`src/rtl/svc_ice40_pll_rst.sv`:
```
// Lock-qualified reset sequencer for the iCE40 PLL output clock domain.
// Releases a registered synchronous reset once PLL lock has been stable for a programmable time.
module svc_ice40_pll_rst #(
  parameter int unsigned SYNC_STAGES        = 2,
  parameter int unsigned LOCK_STABLE_CYCLES = 1024,
  parameter int unsigned RST_HOLD_CYCLES    = 16
) (
  input  logic       clk_i,
  input  logic       rst_i,
  input  logic       pll_lock_i,
  output logic       rst_o,
  output logic       rst_n_o,
  output logic       locked_o,
  output logic [7:0] lock_loss_cnt_o
);

  localparam int unsigned MAX_CYCLES = (LOCK_STABLE_CYCLES > RST_HOLD_CYCLES) ?
                                       LOCK_STABLE_CYCLES : RST_HOLD_CYCLES;
  localparam int unsigned CNT_W      = (MAX_CYCLES > 1) ? $clog2(MAX_CYCLES) : 1;
  localparam int unsigned LOSS_W     = 8;

  localparam logic [CNT_W-1:0]  STABLE_LAST = CNT_W'(LOCK_STABLE_CYCLES - 1);
  localparam logic [CNT_W-1:0]  HOLD_LAST   = CNT_W'(RST_HOLD_CYCLES - 1);
  localparam logic [LOSS_W-1:0] LOSS_MAX    = {LOSS_W{1'b1}};

  typedef enum logic [2:0] {
    ST_RESET     = 3'd0,
    ST_WAIT_LOCK = 3'd1,
    ST_STABLE    = 3'd2,
    ST_HOLD      = 3'd3,
    ST_RUN       = 3'd4
  } state_t;

  logic [SYNC_STAGES-1:0] r_sync;
  state_t                 r_state;
  logic [CNT_W-1:0]       r_cnt;
  logic [LOSS_W-1:0]      r_loss_cnt;
  logic                   r_rst;
  logic                   r_rst_n;

  state_t                 w_next_state;
  logic [CNT_W-1:0]       w_next_cnt;
  logic                   w_loss_inc;
  logic                   w_lock_s;

  assign w_lock_s = r_sync[SYNC_STAGES-1];

  // Lock synchronizer; cleared on reset so qualification always restarts from scratch.
  always_ff @(posedge clk_i) begin
    if (rst_i) begin
      r_sync <= '0;
    end else begin
      r_sync <= {r_sync[SYNC_STAGES-2:0], pll_lock_i};
    end
  end

  // State, counter, loss counter and reset output registers.
  always_ff @(posedge clk_i) begin
    if (rst_i) begin
      r_state    <= ST_RESET;
      r_cnt      <= '0;
      r_loss_cnt <= '0;
      r_rst      <= 1'b1;
      r_rst_n    <= 1'b0;
    end else begin
      r_state <= w_next_state;
      r_cnt   <= w_next_cnt;
      r_rst   <= (w_next_state != ST_RUN);
      r_rst_n <= (w_next_state == ST_RUN);
      if (w_loss_inc && (r_loss_cnt != LOSS_MAX)) begin
        r_loss_cnt <= r_loss_cnt + LOSS_W'(1);
      end
    end
  end

  // Next-state and counter logic; any drop of synchronized lock restarts qualification.
  always_comb begin
    w_next_state = r_state;
    w_next_cnt   = r_cnt;
    w_loss_inc   = 1'b0;

    case (r_state)
      ST_RESET: begin
        w_next_state = ST_WAIT_LOCK;
        w_next_cnt   = '0;
      end

      ST_WAIT_LOCK: begin
        w_next_cnt = '0;
        if (w_lock_s) begin
          w_next_state = ST_STABLE;
        end
      end

      ST_STABLE: begin
        if (!w_lock_s) begin
          w_next_state = ST_WAIT_LOCK;
          w_next_cnt   = '0;
        end else if (r_cnt == STABLE_LAST) begin
          w_next_state = ST_HOLD;
          w_next_cnt   = '0;
        end else begin
          w_next_cnt = r_cnt + CNT_W'(1);
        end
      end

      ST_HOLD: begin
        if (!w_lock_s) begin
          w_next_state = ST_WAIT_LOCK;
          w_next_cnt   = '0;
        end else if (r_cnt == HOLD_LAST) begin
          w_next_state = ST_RUN;
          w_next_cnt   = '0;
        end else begin
          w_next_cnt = r_cnt + CNT_W'(1);
        end
      end

      ST_RUN: begin
        w_next_cnt = '0;
        if (!w_lock_s) begin
          w_next_state = ST_WAIT_LOCK;
          w_loss_inc   = 1'b1;
        end
      end

      default: begin
        w_next_state = ST_RESET;
        w_next_cnt   = '0;
      end
    endcase
  end

  assign rst_o           = r_rst;
  assign rst_n_o         = r_rst_n;
  assign locked_o        = w_lock_s;
  assign lock_loss_cnt_o = r_loss_cnt;

endmodule
```
`config.mk`:
```
export PLATFORM = sky130hd
export DESIGN_NAME = svc_ice40_pll_rst
export DESIGN_NICKNAME = d
export VERILOG_FILES = /design/src/rtl/svc_ice40_pll_rst.sv
export SDC_FILE = /design/constraint.sdc
export NUM_CORES = 1
export LEC_CHECK = 0
export CORE_ASPECT_RATIO = 1.25
export CORE_MARGIN = 2
export CORE_UTILIZATION = 55
export CTS_CLUSTER_DIAMETER = 60
export DETAILED_ROUTE_END_ITERATION = 7
export PLACE_DENSITY = 0.79
export SYNTH_ARGS = -nofsm -noshare
export SYNTH_HDL_FRONTEND = slang
export SYNTH_SLANG_ARGS = --single-unit
```
`constraint.sdc`:
```
create_clock -name clk_i -period 3.24 [get_ports clk_i]
set_input_delay 0.648 -clock clk_i [delete_from_list [all_inputs] [get_ports clk_i]]
set_output_delay 0.648 -clock clk_i [all_outputs]
set_load 0.005 [all_outputs]
```
**Word level (Yosys, flattened, before mapping)**

Cells that the tools add are included.

- ROM bits: 0
- Register bits: 25
- RAM bits: 0
- Memories kept: 0
- Latch bits: 0

- Multipliers: 0
- Reduce and logical (&&, ||, !) cells: 2
- Shift operators: 0
- Bitwise gates (word level): 0
- $add $sub $neg: 2
- Eq/ne operators: 9
- Divide/modulo/power cells: 0
- Mux-type cells: 14
- Order comparisons: 0

Operators with widths:

| operator | number |
|---|---|
| 2-to-1 mux 10 bit | 4 |
| one-hot mux 10 bit (2 select lines) | 1 |
| 2-to-1 mux 3 bit | 6 |
| one-hot mux 3 bit (5 select lines) | 1 |
| adder 10 x 1 -> 10 bit (second input constant) | 1 |
| == test 10 bit (second input constant) | 1 |
| == test 10 x 4 -> 1 bit (second input constant) | 1 |
| adder 8 x 1 -> 8 bit (second input constant) | 1 |
| inequality test 8 bit (second input constant) | 1 |
| == test 3 x 2 -> 1 bit (second input constant) | 2 |
| == test 3 bit (second input constant) | 2 |
| == test 3 x 1 -> 1 bit (second input constant) | 1 |
| logical NOT 3 bit | 1 |
| inequality test 3 bit (second input constant) | 1 |
| 2-to-1 mux 1 bit | 2 |
| logical AND 1 bit | 1 |

**Depth between registers and ports, before layout**

- Word-level depth: 5
- Mapped depth: 6
- Mapped depth without buffers: 5

**Worst setup path after synthesis**

No wires, ideal clock.

- Kind: in2reg
- Start: input port rst_i
- End: register r_cnt[2]
- Required time: 3116 ps
- Arrival: 1372 ps
- Library setup time: 124 ps
- Stages on the path: 4
- Path slack: 1744 ps
- Path buffers: 0
- Cell sequence: and2b_1 > and3_2 > a22oi_4 > nor2_1

RTL lines:

| what | RTL line | RTL |
|---|---|---|
| from (decl) | 9 | `input logic rst_i,` |
| to (signal assigned) | 67 | `r_cnt <= w_next_cnt;` |
| to (decl) | 36 | `logic [CNT_W-1:0] r_cnt;` |

==> results.json <==
{
  "maxCapViolCount": 0,
  "clkSlewWorstSetupHoldPaths_ns": 0.13,
  "die_h_um": 54.2,
  "pin_count": 14,
  "syn_inst": 114,
  "drive_gt1_share_pct": 6.98,
  "antenna_cells": 0,
  "die_w_um": 44.1,
  "synth_area_leaders": "dfxtp_1, xor2_1, nor2_1, and2_1, ha_1",
  "via_count": 834,
  "fin_nets": 135,
  "fmax_mhz": 486,
  "overflow": 0,
  "via_per_inst": 5.60,
  "path_max_fanout": 12,
  "fin_tns_setup_ns": 0,
  "leakagePower_uw": 0.000451,
  "drt-total-wl_um": 1860,
  "core_sq_mm": 0.00194,
  "dr.pass1.iters": 4,
  "rsz0062_at_grt": "false",
  "clkLatencyLatePin_ns": 0.31,
  "drt_first_iter_violations": 7,
  "grt_pass1_wl_um": 3180,
  "cp_data_arrival_time_ns": 2.27,
  "drc": 0,
  "htree_levels": 1,
  "start_util_pct": 57.2,
  "gp_congestion": 0.764,
  "ys_async_sr_fraction_pct": 0,
  "crit_type": "input port to flop",
  "finalCritPeriodShare_pct": 63.6,
  "endpoint_kind": "flop",
  "synth_ff_type": "dfxtp_1",
  "drv_slew": 0,
  "min_path_type": "flop to flop",
  "dp_hpwl_um": 1350,
  "syn-cell-area_sq_mm": 0.00111,
  "rr_endpoint": "r_cnt[2]",
  "min_to": "r_sync[1]",
  "max-slew-margin-rel_pct": 72.0,
  "cts-resized-gates": 0,
  "holdWs_ns": 0.460,
  "cts_hold_buffers": 0,
  "grt_max_degree": 14,
  "ys_seq_elements": 25,
  "seq_area_frac_synth_pct": 45.2,
  "wire_per_inst_um": 12.5,
  "yosysTopAreaCellShare_pct": 45.2,
  "cp.required_ns": 3.45,
  "yosys_warnings": 0,
  "grt_pass1_vias": 773,
  "synth_commonest_cells": "dfxtp_1, nor2_1, xor2_1, nand2_1, nand3_1",
  "postCtsSetupBuffers": 0,
  "min_path_cells": 1,
  "worst_pin_slew_ns": 0.419,
  "die_area_sq_mm": 0.00239,
  "cts_tree": "yes",
  "cts_buffers": 3,
  "clock_path_buffers": 2,
  "r2r-start": "r_cnt[0]",
  "portBuffers": 13,
  "start_kind": "input port",
  "fp-row-count": 18,
  "yosysMostFrequentCell": "dfxtp_1",
  "ctsRootBufferMaster": "clkbuf_4",
  "clock_sinks": 25,
  "hold_viol": 0,
  "grt_usage_pct": 17.8,
  "power_density_mw_per_mm2": 356,
  "area_delta_synth_final_pct": 15.6,
  "ir_drop_v": 0.000211,
  "hp-start": "r_sync[0]",
  "synth_area_per_cell_sq_um": 9.71,
  "reg2reg_depth": 5,
  "antenna_found_initial": 0,
  "synth_cell_types": 34,
  "synth_nets": 119,
  "setup_violations": 0,
  "status": "completed",
  "synth_largest_area_cell": "dfxtp_1",
  "synth-edff-count": 0,
  "fin_crit_ns": 2.06,
  "final_antenna_net_count": 0,
  "clock_skew_ns": 0.00789,
  "r2r_setup_slack_ns": 1.57
}
routing by layer:
| layer | vias up | wire length [um] | track usage (%) |
|---|---|---|---|
| li1 | 430 | - | - |
| met1 | 391 | 912 | 23.5 |
| met2 | 9 | 875 | 28.7 |
| met3 | 4 | 41 | 3.02 |
| met4 | 0 | 29 | 7.58 |
| met5 | - | 0 | 0 |
flip-flops by register name, indices dropped and copies added, names as in the netlist:
| register | flops |
|---|---|
| rst_o | 1 |
| r_cnt | 10 |
| r_sync | 2 |
| lock_loss_cnt_o | 8 |
| rst_n_o | 1 |
| r_state | 3 |
cell usage in the layout, fill, tap and decap left out, drive strengths merged, types with 2 or more instances in the layout:
| cell type | netlist | layout |
|---|---|---|
| dfxtp | 25 | 25 |
| nor2 | 20 | 20 |
| clkdlybuf4s50 | 0 | 13 |
| xor2 | 12 | 12 |
| nand3 | 5 | 5 |
| nand2 | 5 | 5 |
| and2 | 4 | 4 |
| nand4 | 4 | 4 |
| and3 | 4 | 4 |
| clkbuf | 1 | 4 |
| nor2b | 3 | 3 |
| o21ai | 3 | 3 |
| and4 | 2 | 2 |
| inv | 2 | 2 |
| a21oi | 2 | 2 |
| xnor2 | 2 | 2 |
| o2111ai | 2 | 2 |
| o211ai | 2 | 2 |
| ha | 2 | 2 |
| nor4b | 2 | 2 |
power by group:
group	leakage (uW)	switching, uW	total [uW]	internal [uW]
clock	0.0000150	85.4	133	48.1
combinational	0.000233	4.65	9.72	5.07
sequential	0.000202	3.09	313	310
area by class of cell:
type	count	area [sq um]
clock buffer	4	26.3
fill	165	657
inverter	2	7.51
multi-input combinational	85	591
sequential	25	500
tap	20	25.0
timing repair buffer	13	130
per-stage QoR:
step | std cells | total power [uW] | util [%] | instance area, sq um | setup WS (ns)
after floorplan | 114 | 324 | - | 1110 | 1.74
final | 149 | 456 | 66.1 | 1280 | 1.18
after global routing | 149 | 475 | 66.1 | 1280 | 1.08
after detailed placement | 145 | 329 | 64.7 | 1250 | 0.832
after CTS | 149 | 459 | 66.1 | 1280 | 1.17
after global placement | 145 | 329 | 64.7 | 1250 | 0.871
how the worst max path moves through the flow:
stage,from,end
floorplan,rst_i,r_cnt[2]
global placement,rst_i,r_cnt[3]
detailed placement,rst_i,r_cnt[6]
CTS,rst_i,r_cnt[2]
global route,rst_i,r_cnt[6]
finish,rst_i,r_cnt[2]
worst max-delay path: stages:
cell and delay [ns]:
clkdlybuf4s50_1 0.71, and2b_1 0.32, and3_2 0.25, a22oi_4 0.25
nor2_1 0.09
cell families (layout without fill, tap and decap cells):
group | Yosys count | after routing | synth area share, %
and+or+nand+nor | 54 | 54 | 28.4
DFF | 25 | 25 | 45.2
AOI/OAI and AO/OA | 14 | 14 | 10.7
xor gates and xnor gates | 14 | 14 | 11.1
buffers and inverters | 4 | 19 | 1.47
adders and majority gates | 2 | 2 | 2.26
muxes | 1 | 1 | 0.904
No activity file was read; power rests on OpenSTA's default activity.
